[config.mk]
export PLATFORM = sky130hd
export DESIGN_NAME = mem_line_engine_flat
export DESIGN_NICKNAME = d
export VERILOG_FILES = /design/src/rtl/mem_line_pkg.sv /design/src/rtl/mem_line_if.sv /design/src/rtl/mem_line_buf.sv /design/src/rtl/mem_line_engine.sv /design/src/flat_wrapper.sv
export SDC_FILE = /design/constraint.sdc
export NUM_CORES = 1
export LEC_CHECK = 0
export CAP_MARGIN = 10
export CORE_MARGIN = 5
export CORE_UTILIZATION = 46
export DETAILED_ROUTE_END_ITERATION = 6
export GPL_TIMING_DRIVEN = 1
export PLACE_DENSITY = 0.76
export SETUP_SLACK_MARGIN = 0.15
export SYNTH_ARGS = -nofsm -noshare
export SYNTH_HDL_FRONTEND = slang
export SYNTH_SLANG_ARGS = --single-unit
[constraint.sdc]
create_clock -name clk -period 4.3 [get_ports clk]
set_input_delay 0.86 -clock clk [delete_from_list [all_inputs] [get_ports clk]]
set_output_delay 0.86 -clock clk [all_outputs]
set_load 0.01 [all_outputs]
[src/rtl/mem_line_pkg.sv]
// Shared types and default geometry for the cache-line memory engine.
//   state_t      : engine FSM states
//   DEF_*        : default memory/line geometry
//   line_awidth(): line address width derived from word address width
package mem_line_pkg;

    localparam int unsigned DEF_AWIDTH = 9;
    localparam int unsigned DEF_DWIDTH = 32;
    localparam int unsigned DEF_WORDS  = 4;

    // Line address width: word address minus the word-in-line offset bits.
    function automatic int unsigned line_awidth(input int unsigned awidth, input int unsigned words);
        return awidth - $clog2(words);
    endfunction

    localparam int unsigned DEF_LAWIDTH = line_awidth(DEF_AWIDTH, DEF_WORDS);

    typedef enum logic [2:0] {
        IDLE,
        WAIT_RDY,
        ACCESS,
        HOLD,
        DONE
    } state_t;

endpackage

[src/rtl/mem_line_if.sv]
// Interfaces of the cache-line memory engine.
//   mem_line_req_if : cache-side line request (master = cache, slave = engine)
//     req_valid/req_ready/req_wr/req_line_addr/wb_data in, fill_data/done/busy back
//   mem_word_if     : word-wide main-memory port (master = engine, slave = memory)
//     rd_mem/wr_mem/addr_mem/data_mem_out out, data_mem_in/ready_mem back
interface mem_line_req_if
    import mem_line_pkg::*;
#(
    parameter int unsigned AWIDTH = DEF_AWIDTH,
    parameter int unsigned DWIDTH = DEF_DWIDTH,
    parameter int unsigned WORDS  = DEF_WORDS
);
    localparam int unsigned LAWIDTH = line_awidth(AWIDTH, WORDS);
    localparam int unsigned LWIDTH  = WORDS * DWIDTH;

    logic               req_valid;
    logic               req_ready;
    logic               req_wr;
    logic [LAWIDTH-1:0] req_line_addr;
    logic [LWIDTH-1:0]  wb_data;
    logic [LWIDTH-1:0]  fill_data;
    logic               done;
    logic               busy;

    modport master (
        output req_valid, req_wr, req_line_addr, wb_data,
        input  req_ready, fill_data, done, busy
    );

    modport slave (
        input  req_valid, req_wr, req_line_addr, wb_data,
        output req_ready, fill_data, done, busy
    );
endinterface

interface mem_word_if
    import mem_line_pkg::*;
#(
    parameter int unsigned AWIDTH = DEF_AWIDTH,
    parameter int unsigned DWIDTH = DEF_DWIDTH
);
    logic              rd_mem;
    logic              wr_mem;
    logic [AWIDTH-1:0] addr_mem;
    logic [DWIDTH-1:0] data_mem_out;
    logic [DWIDTH-1:0] data_mem_in;
    logic              ready_mem;

    modport master (
        output rd_mem, wr_mem, addr_mem, data_mem_out,
        input  data_mem_in, ready_mem
    );

    modport slave (
        input  rd_mem, wr_mem, addr_mem, data_mem_out,
        output data_mem_in, ready_mem
    );
endinterface

[src/rtl/mem_line_buf.sv]
// WORDS x DWIDTH line register with a per-word write enable.
//   clk, reset_n : clock, async active-low clear
//   we, idx      : write word idx with wdata on the rising edge
//   line         : flat packed line, word i in [i*DWIDTH +: DWIDTH]
module mem_line_buf
    import mem_line_pkg::*;
#(
    parameter  int unsigned DWIDTH = DEF_DWIDTH,
    parameter  int unsigned WORDS  = DEF_WORDS,
    localparam int unsigned IWIDTH = $clog2(WORDS)
) (
    input  logic                      clk,
    input  logic                      reset_n,
    input  logic                      we,
    input  logic [IWIDTH-1:0]         idx,
    input  logic [DWIDTH-1:0]         wdata,
    output logic [WORDS*DWIDTH-1:0]   line
);

    // Word-granular capture; unselected words keep their value.
    always_ff @(posedge clk or negedge reset_n) begin
        if (!reset_n) begin
            line <= '0;
        end else begin
            for (int unsigned w = 0; w < WORDS; w++) begin
                if (we && (idx == IWIDTH'(w))) begin
                    line[w*DWIDTH +: DWIDTH] <= wdata;
                end
            end
        end
    end

endmodule

[src/rtl/mem_line_engine.sv]
// Cache-line engine: serialises one fill or writeback line into per-word
// memory accesses (WAIT_RDY -> ACCESS -> HOLD per word), then pulses done.
//   clk, reset_n : clock, async active-low reset
//   req          : cache-side request port (slave)
//   mem          : word-wide memory port (master)
module mem_line_engine
    import mem_line_pkg::*;
#(
    parameter int unsigned AWIDTH = DEF_AWIDTH,
    parameter int unsigned DWIDTH = DEF_DWIDTH,
    parameter int unsigned WORDS  = DEF_WORDS
) (
    input  logic          clk,
    input  logic          reset_n,
    mem_line_req_if.slave req,
    mem_word_if.master    mem
);

    localparam int unsigned LAWIDTH = line_awidth(AWIDTH, WORDS);
    localparam int unsigned IWIDTH  = $clog2(WORDS);
    localparam int unsigned LWIDTH  = WORDS * DWIDTH;
    localparam logic [IWIDTH-1:0] LAST_IDX = IWIDTH'(WORDS - 1);

    state_t             state;
    state_t             state_nxt;
    logic [IWIDTH-1:0]  idx;
    logic               line_wr;
    logic [LAWIDTH-1:0] line_addr;
    logic [LWIDTH-1:0]  wb_line;
    logic [DWIDTH-1:0]  wb_word;
    logic               accept;
    logic               capture;
    logic               strobe_nxt;

    assign accept     = (state == IDLE) && req.req_valid;
    assign capture    = (state == HOLD) && !line_wr;
    assign strobe_nxt = (state_nxt == ACCESS) || (state_nxt == HOLD);

    // State register.
    always_ff @(posedge clk or negedge reset_n) begin
        if (!reset_n) begin
            state <= IDLE;
        end else begin
            state <= state_nxt;
        end
    end

    // Next-state logic.
    always_comb begin
        state_nxt = state;
        unique case (state)
            IDLE:     if (req.req_valid) state_nxt = WAIT_RDY;
            WAIT_RDY: if (mem.ready_mem) state_nxt = ACCESS;
            ACCESS:   state_nxt = HOLD;
            HOLD:     state_nxt = (idx == LAST_IDX) ? DONE : WAIT_RDY;
            DONE:     state_nxt = IDLE;
            default:  state_nxt = IDLE;
        endcase
    end

    // Request latch at acceptance and word counter.
    always_ff @(posedge clk or negedge reset_n) begin
        if (!reset_n) begin
            idx       <= '0;
            line_wr   <= 1'b0;
            line_addr <= '0;
            wb_line   <= '0;
        end else if (accept) begin
            idx       <= '0;
            line_wr   <= req.req_wr;
            line_addr <= req.req_line_addr;
            wb_line   <= req.wb_data;
        end else if ((state == HOLD) && (idx != LAST_IDX)) begin
            idx <= idx + IWIDTH'(1);
        end
    end

    // Writeback word currently addressed by idx.
    always_comb begin
        wb_word = '0;
        for (int unsigned w = 0; w < WORDS; w++) begin
            if (idx == IWIDTH'(w)) begin
                wb_word = wb_line[w*DWIDTH +: DWIDTH];
            end
        end
    end

    // Registered status and memory-port outputs, decoded from the next state.
    // Address and write data load on entry to ACCESS and hold through HOLD.
    always_ff @(posedge clk or negedge reset_n) begin
        if (!reset_n) begin
            req.req_ready    <= 1'b1;
            req.busy         <= 1'b0;
            req.done         <= 1'b0;
            mem.rd_mem       <= 1'b0;
            mem.wr_mem       <= 1'b0;
            mem.addr_mem     <= '0;
            mem.data_mem_out <= '0;
        end else begin
            req.req_ready <= (state_nxt == IDLE);
            req.busy      <= (state_nxt != IDLE);
            req.done      <= (state_nxt == DONE);
            mem.rd_mem    <= strobe_nxt && !line_wr;
            mem.wr_mem    <= strobe_nxt && line_wr;
            if ((state == WAIT_RDY) && (state_nxt == ACCESS)) begin
                mem.addr_mem <= {line_addr, idx};
                if (line_wr) begin
                    mem.data_mem_out <= wb_word;
                end
            end
        end
    end

    // Fill line assembly; the memory returns data registered on the negedge.
    mem_line_buf #(
        .DWIDTH (DWIDTH),
        .WORDS  (WORDS)
    ) u_buf (
        .clk     (clk),
        .reset_n (reset_n),
        .we      (capture),
        .idx     (idx),
        .wdata   (mem.data_mem_in),
        .line    (req.fill_data)
    );

endmodule

[src/flat_wrapper.sv]
// flat-port wrapper written by rule: the top's interface ports become plain ports
module mem_line_engine_flat import mem_line_pkg::*;
#(
    parameter int unsigned AWIDTH = DEF_AWIDTH,
    parameter int unsigned DWIDTH = DEF_DWIDTH,
    parameter int unsigned WORDS  = DEF_WORDS
)
  (clk, reset_n, req_req_valid, req_req_wr, req_req_line_addr, req_wb_data, req_req_ready, req_fill_data, req_done, req_busy, mem_rd_mem, mem_wr_mem, mem_addr_mem, mem_data_mem_out, mem_data_mem_in, mem_ready_mem);
  mem_line_req_if #(.AWIDTH(AWIDTH), .DWIDTH(DWIDTH), .WORDS(WORDS)) req_i ();
  mem_word_if #(.AWIDTH(AWIDTH), .DWIDTH(DWIDTH)) mem_i ();
  input  logic clk;
  input  logic reset_n;
  input wire logic [$bits(req_i.req_valid)-1:0] req_req_valid;
  input wire logic [$bits(req_i.req_wr)-1:0] req_req_wr;
  input wire logic [$bits(req_i.req_line_addr)-1:0] req_req_line_addr;
  input wire logic [$bits(req_i.wb_data)-1:0] req_wb_data;
  output wire logic [$bits(req_i.req_ready)-1:0] req_req_ready;
  output wire logic [$bits(req_i.fill_data)-1:0] req_fill_data;
  output wire logic [$bits(req_i.done)-1:0] req_done;
  output wire logic [$bits(req_i.busy)-1:0] req_busy;
  output wire logic [$bits(mem_i.rd_mem)-1:0] mem_rd_mem;
  output wire logic [$bits(mem_i.wr_mem)-1:0] mem_wr_mem;
  output wire logic [$bits(mem_i.addr_mem)-1:0] mem_addr_mem;
  output wire logic [$bits(mem_i.data_mem_out)-1:0] mem_data_mem_out;
  input wire logic [$bits(mem_i.data_mem_in)-1:0] mem_data_mem_in;
  input wire logic [$bits(mem_i.ready_mem)-1:0] mem_ready_mem;
  assign req_i.req_valid = req_req_valid;
  assign req_i.req_wr = req_req_wr;
  assign req_i.req_line_addr = req_req_line_addr;
  assign req_i.wb_data = req_wb_data;
  assign req_req_ready = req_i.req_ready;
  assign req_fill_data = req_i.fill_data;
  assign req_done = req_i.done;
  assign req_busy = req_i.busy;
  assign mem_rd_mem = mem_i.rd_mem;
  assign mem_wr_mem = mem_i.wr_mem;
  assign mem_addr_mem = mem_i.addr_mem;
  assign mem_data_mem_out = mem_i.data_mem_out;
  assign mem_i.data_mem_in = mem_data_mem_in;
  assign mem_i.ready_mem = mem_ready_mem;
  mem_line_engine #(.AWIDTH(AWIDTH), .DWIDTH(DWIDTH), .WORDS(WORDS)) u_core (.clk(clk), .reset_n(reset_n), .req(req_i), .mem(mem_i));
endmodule
Yosys cells after proc, flatten, opt, wreduce, memory -nomap -nowiden
Index checks and enable logic that the tools add are counted.
{"block": "classes", "add_sub_neg": 1, "eq_ne": 10, "n_mux": 10, "reduce_logical": 18}
{"op": "$mux W32", "n": 4}
{"op": "$eq A3 B2 Y1 const B", "n": 4}
{"op": "$pmux W3 S4", "n": 1}
{"op": "$logic_and A1 B1 Y1", "n": 10}
{"op": "$mux W3", "n": 3}
{"op": "$logic_not A3 Y1", "n": 2}
{"op": "$eq A2 B2 Y1 const B", "n": 2}
{"op": "$mux W2", "n": 2}
{"op": "$eq A3 B1 Y1 const B", "n": 1}
{"op": "$eq A3 B3 Y1 const B", "n": 1}
{"op": "$reduce_bool A3 Y1", "n": 1}
{"op": "$add A2 B1 Y2 const B", "n": 1}
{"op": "$eq A2 B1 Y1 const B", "n": 1}
{"op": "$logic_not A2 Y1", "n": 1}
{"op": "$ne A2 B2 Y1 const B", "n": 1}
{"op": "$reduce_and A2 Y1", "n": 1}
{"op": "$reduce_bool A2 Y1", "n": 1}
{"op": "$logic_not A1 Y1", "n": 1}
{"op": "$logic_or A1 B1 Y1", "n": 1}
{"block": "totals", "regBits": 315, "input_bits": 172, "out_inout_bits": 174, "elab_cells": 55}

Longest topological paths before layout
{"block": "logic_depth", "word_depth": 6, "ltp_mapped": 7, "mapped_depth_nobuf": 5}

Hierarchy
From an unflattened synthesis, not the netlist that was laid out.
{"block": "unflattened", "cells_unflattened": 949, "hier_area_um2": 13011.2}
{"mod": "mem_line_engine", "n_inst": 1, "cells_per_inst": 677, "area_per_inst_um2": 8266.7, "seq_area_each_um2": 4680.7}
{"mod": "mem_line_buf", "n_inst": 1, "cells_per_inst": 272, "area_per_inst_um2": 4744.6, "seq_area_each_um2": 3203.1}

Worst setup path before layout
Ideal clock, no wire load.
{"block": "synth_path", "path_type": "input -> register", "startpoint": "in req_req_valid", "endpoint": "reg u_core.wb_line[100]", "setup_time_ns": 0.127, "t_arrival_ns": 1.789, "required_time_ns": 4.173, "slack_ns": 2.383, "cell_stages": 5, "path_buffers": 3, "path_cell_list": "nor4b_2 buf_2 buf_6 buf_6 mux2_1"}
{"block": "synth_via", "elab_chain_len": 1}
{"item": "start: declaration", "line_no": "flat_wrapper.sv:13", "text": "input wire logic [$bits(req_i.req_valid)-1:0] req_req_valid;"}
{"item": "$logic_and A1 B1 Y1", "line_no": "mem_line_engine.sv:35", "text": "assign accept = (state == IDLE) && req.req_valid;"}
{"item": "end signal: assignment", "line_no": "mem_line_engine.sv:72", "text": "wb_line <= req.wb_data;"}
{"item": "end: declaration", "line_no": "mem_line_engine.sv:29", "text": "logic [LWIDTH-1:0] wb_line;"}
No other way between the ends.
A chain may end at the register's enable or synchronous reset.

Final worst setup path
{"block": "layout_path", "startpoint": "reg u_core.idx[0]", "endpoint": "reg u_core.u_buf.line[90]"}
{"block": "layout_via", "elab_chain_len": 2}
{"item": "start: declaration", "line_no": "mem_line_engine.sv:26", "text": "logic [IWIDTH-1:0] idx;"}
{"item": "start signal: assignment", "line_no": "mem_line_engine.sv:74", "text": "idx <= idx + IWIDTH'(1);"}
{"item": "$eq A2 B2 Y1", "line_no": "mem_line_buf.sv:26", "text": "if (we && (idx == IWIDTH'(w))) begin"}
{"item": "$logic_and A1 B1 Y1", "line_no": "mem_line_buf.sv:26"}
{"item": "end signal: indexed assignment", "line_no": "mem_line_buf.sv:27", "text": "line[w*DWIDTH +: DWIDTH] <= wdata;"}
{"item": "end: declaration", "line_no": "mem_line_buf.sv:17", "text": "output logic [WORDS*DWIDTH-1:0] line"}
No other way between the ends.

==> summary.txt <==
Critical path
  – Worst-path maximum fanout: 40
  – Setup Crit Path Kind: reg2reg
  – Arrival @ worst endpoint: about 2900 ps
  – Slowest stage delay, CP: 860 ps
  – CP endpoint kind: flop
  – Reg2reg path depth: 4
  – Worst R2R Start: u_core.idx[0]$_DFFE_PN0P_
  – Crit path cell chain: inv_1, ha_2, nand2_8, mux2_4
  – Buf/Inv on CP: 1
  – CP max-delay cell: ha_2
  – Crit path to: u_core.u_buf.line[90]$_DFFE_PN0P_
  – Crit path max-delay family: adder cells
  – Worst path depth: 4
  – Worst r2r dst: u_core.u_buf.line[90]$_DFFE_PN0P_
  – Startpoint types: flop
  – Worst EP required: 4670 ps
  – Worst R2R Setup Slack: ~1800 ps
  – Setup crit start: u_core.idx[0]$_DFFE_PN0P_

Final layout
  – Share of layout cells above drive strength 1: 22.8%
  – Diodes inserted: 0
  – Fin nets: roughly 1,400
  – Most frequent cells in the layout: clkdlybuf4s50_1, dfrtp_1, mux2_2
  – Commonest non-fill, non-tap cell in the layout: clkdlybuf4s50_1
  – Fill cells: between 2,000 and 2,500
  – Synth-to-layout area growth: 35.5%

Routing
  – WL final: around 34,000 µm
  – Initial detailed-routing violation count: 547
  – Routed WL per cell: roughly 20 µm
  – DR vias: 8,806
  – DRC: 0
  – Post-route ant nets: 0
  – First-pass detailed-route iteration total: 5
  – Via density: around 5.2

Global routing
  – First-pass GRT wire length: approximately 53,000 µm
  – Vias in the first global route: roughly 9,300
  – Largest net degree at the start of global routing: 114
  – GRT overflow: 0
  – Global Route Usage Sum: between 20% and 30%
  – Initial antenna violation count: 4

Clock network
  – Worst-Skew Late Latency: ~500 ps
  – Setup bufs post-CTS: 0
  – Clock root buffer: clkbuf_16
  – Hold-fix buffers, CTS: 0
  – CTS resizes: 0
  – CTS buffer count: 35
  – CTS Buffer Depth: 3
  – Worst-path clk slew: about 60 ps
  – H-Tree Depth: 2
  – Clk sinks: roughly 320
  – TritonCTS clock tree: done

Synth
  – Area contributors post-synth: dfrtp_1, mux2_2, mux2_4
  – Synthesis Warnings: 0
  – Syn Std Cell Area: approximately 13,000 µm²
  – Post-synthesis sequential element count: approximately 320
  – Count of cell types in the netlist: 32
  – Post-Syn Area per Cell: around 14 µm²
  – Leading area contributor after synthesis: dfrtp_1
  – Post-Syn Instances: 951
  – Register area share after synthesis: about three fifths
  – Syn nets: between 1,000 and 1,500
  – Area share of the largest cell type after synthesis: 58.7%

Floorplan
  – Die Width: roughly 180 µm
  – Row count: 62
  – Floorplan Core Area: between 20,000 and 30,000 µm²
  – Starting Density: around 47%
  – Die ar.: between 30,000 and 40,000 µm²
  – Height of the die: ~180 µm
  – Total I/O pin count: about 350

STA
  – Final hold viol count: 0
  – Slew @ Worst Pin: approximately 1000 ps
  – Slew HR: 32.9%
  – Fin Hold WS: 402 ps
  – Layout Skew: 18.4 ps
  – Min cycle time layout: 2500 ps
  – Final setup vio count: 0
  – Final Max Slew Viols: 0
  – Fin crit share: about three fifths
  – RSZ-0062 raised after global routing: false
  – FMAX: 400 MHz
  – Total negative slack: 0 ps

Job
  – Max cap viols: 0

Power
  – IR Drop Worst-Case VDD: around 0.38 mV
  – Power per standard cell area: just under 800 nW/µm²
  – Leakage: 0.00780 µW

Placement
  – Post-detail-place hpwl: around 23,000 µm
  – Buffers on Ports: 345
  – Routability cong.: 0.790

Run status
  – Status: complete, no violations

Min path
  – Hold/Removal Path Class: in2async
[power by group]
| part | internal (µW) | total, µW | switching [µW] |
|---|---|---|---|
| Sequential | 4480 | 5400 | 918 |
| Clock | 1850 | 2990 | 1140 |
| Combinational | 3450 | 5790 | 2340 |
| Total | 9780 | 14200 | 4390 |
[per-layer routing]
metal  GRT usage [%]  wire, µm
met2            32.1     15800
met5               0        46
met4            5.51       841
met1            27.6     14600
met3            6.06      2780
[worst register-to-register path: stages (launching register included)]
cell and delay (ps):
dfrtp_1 440, inv_1 110, ha_2 860, nand2_8 460
mux2_4 510
[cells by family after synthesis]
logic type	Yosys count	share of synthesized area, %
AO/OA/AOI/OAI	164	7.66
AND/OR/NAND/NOR	117	5.11
flip-flops	315	58.9
XOR/XNOR	1	0.0655
buffers and inverters	108	4.97
adder cells (fa/ha/maj)	4	0.374
multiplexers	242	22.9
[layout make-up]
type                            count  area, µm²  area share, %
Timing Repair Buffer              358       3610           19.9
Tap cell                          384        480           2.65
Clock inverter                      9       95.1          0.525
Sequential cell                   315       7890           43.5
Inverter                           35        131          0.725
Clock buffer                       51       1080           5.95
Multi-Input combinational cell    528       4850           26.7
[registers in the layout (all words and copies together) (netlist names)]
signal,count
u_core.wb_line,128
u_core.idx,2
u_core.mem.data_mem_out,32
u_core.mem.wr_mem,1
u_core.mem.addr_mem,9
u_core.state,3
u_core.req.busy,1
u_core.req.req_ready,1
u_core.req.done,1
u_core.line_wr,1
u_core.u_buf.line,128
u_core.mem.rd_mem,1
u_core.line_addr,7
[how the worst min path moves through the flow]
stage | slack [ps] | end
after global placement | 470 | u_core.wb_line[119]$_DFFE_PN0P_
after detailed placement | 480 | u_core.wb_line[112]$_DFFE_PN0P_
final | 400 | u_core.u_buf.line[86]$_DFFE_PN0P_
after floorplan | 460 | u_core.wb_line[61]$_DFFE_PN0P_
after global routing | 490 | u_core.u_buf.line[86]$_DFFE_PN0P_
after CTS | 440 | u_core.u_buf.line[90]$_DFFE_PN0P_
[synth_stat cells (all sizes together)]
cell / n
dfstp: 1
ha: 4
nor2b: 1
a221o: 32
buf: 47
xnor2: 1
nor4b: 1
and4b: 2
and2: 2
dfrtp: 314
nand4: 1
nand3b: 33
nor3: 1
a31oi: 33
mux2: 241
o21a: 1
inv: 35
a21oi: 66
or2b: 1
o21ai: 32
and4bb: 3
clkbuf: 26
nor2: 5
nand2: 67
mux2i: 1
[metrics by stage]
stage | instance area [µm²] | total power, µW | cells | util [%] | setup slack, ps
3_3_place_gp | 17000 | 11100 | 1620 | 59.1 | 1460
2_1_floorplan | 13400 | 8580 | 951 | - | 2380
6_report | 18100 | 14200 | 1680 | 63.1 | 1800
5_1_grt | 18100 | 15000 | 1680 | 63.1 | 1660
4_1_cts | 18100 | 14300 | 1680 | 63.1 | 1800
3_5_place_dp | 17000 | 11300 | 1620 | 59.1 | 1460
No activity file was read; power rests on OpenSTA's default activity.
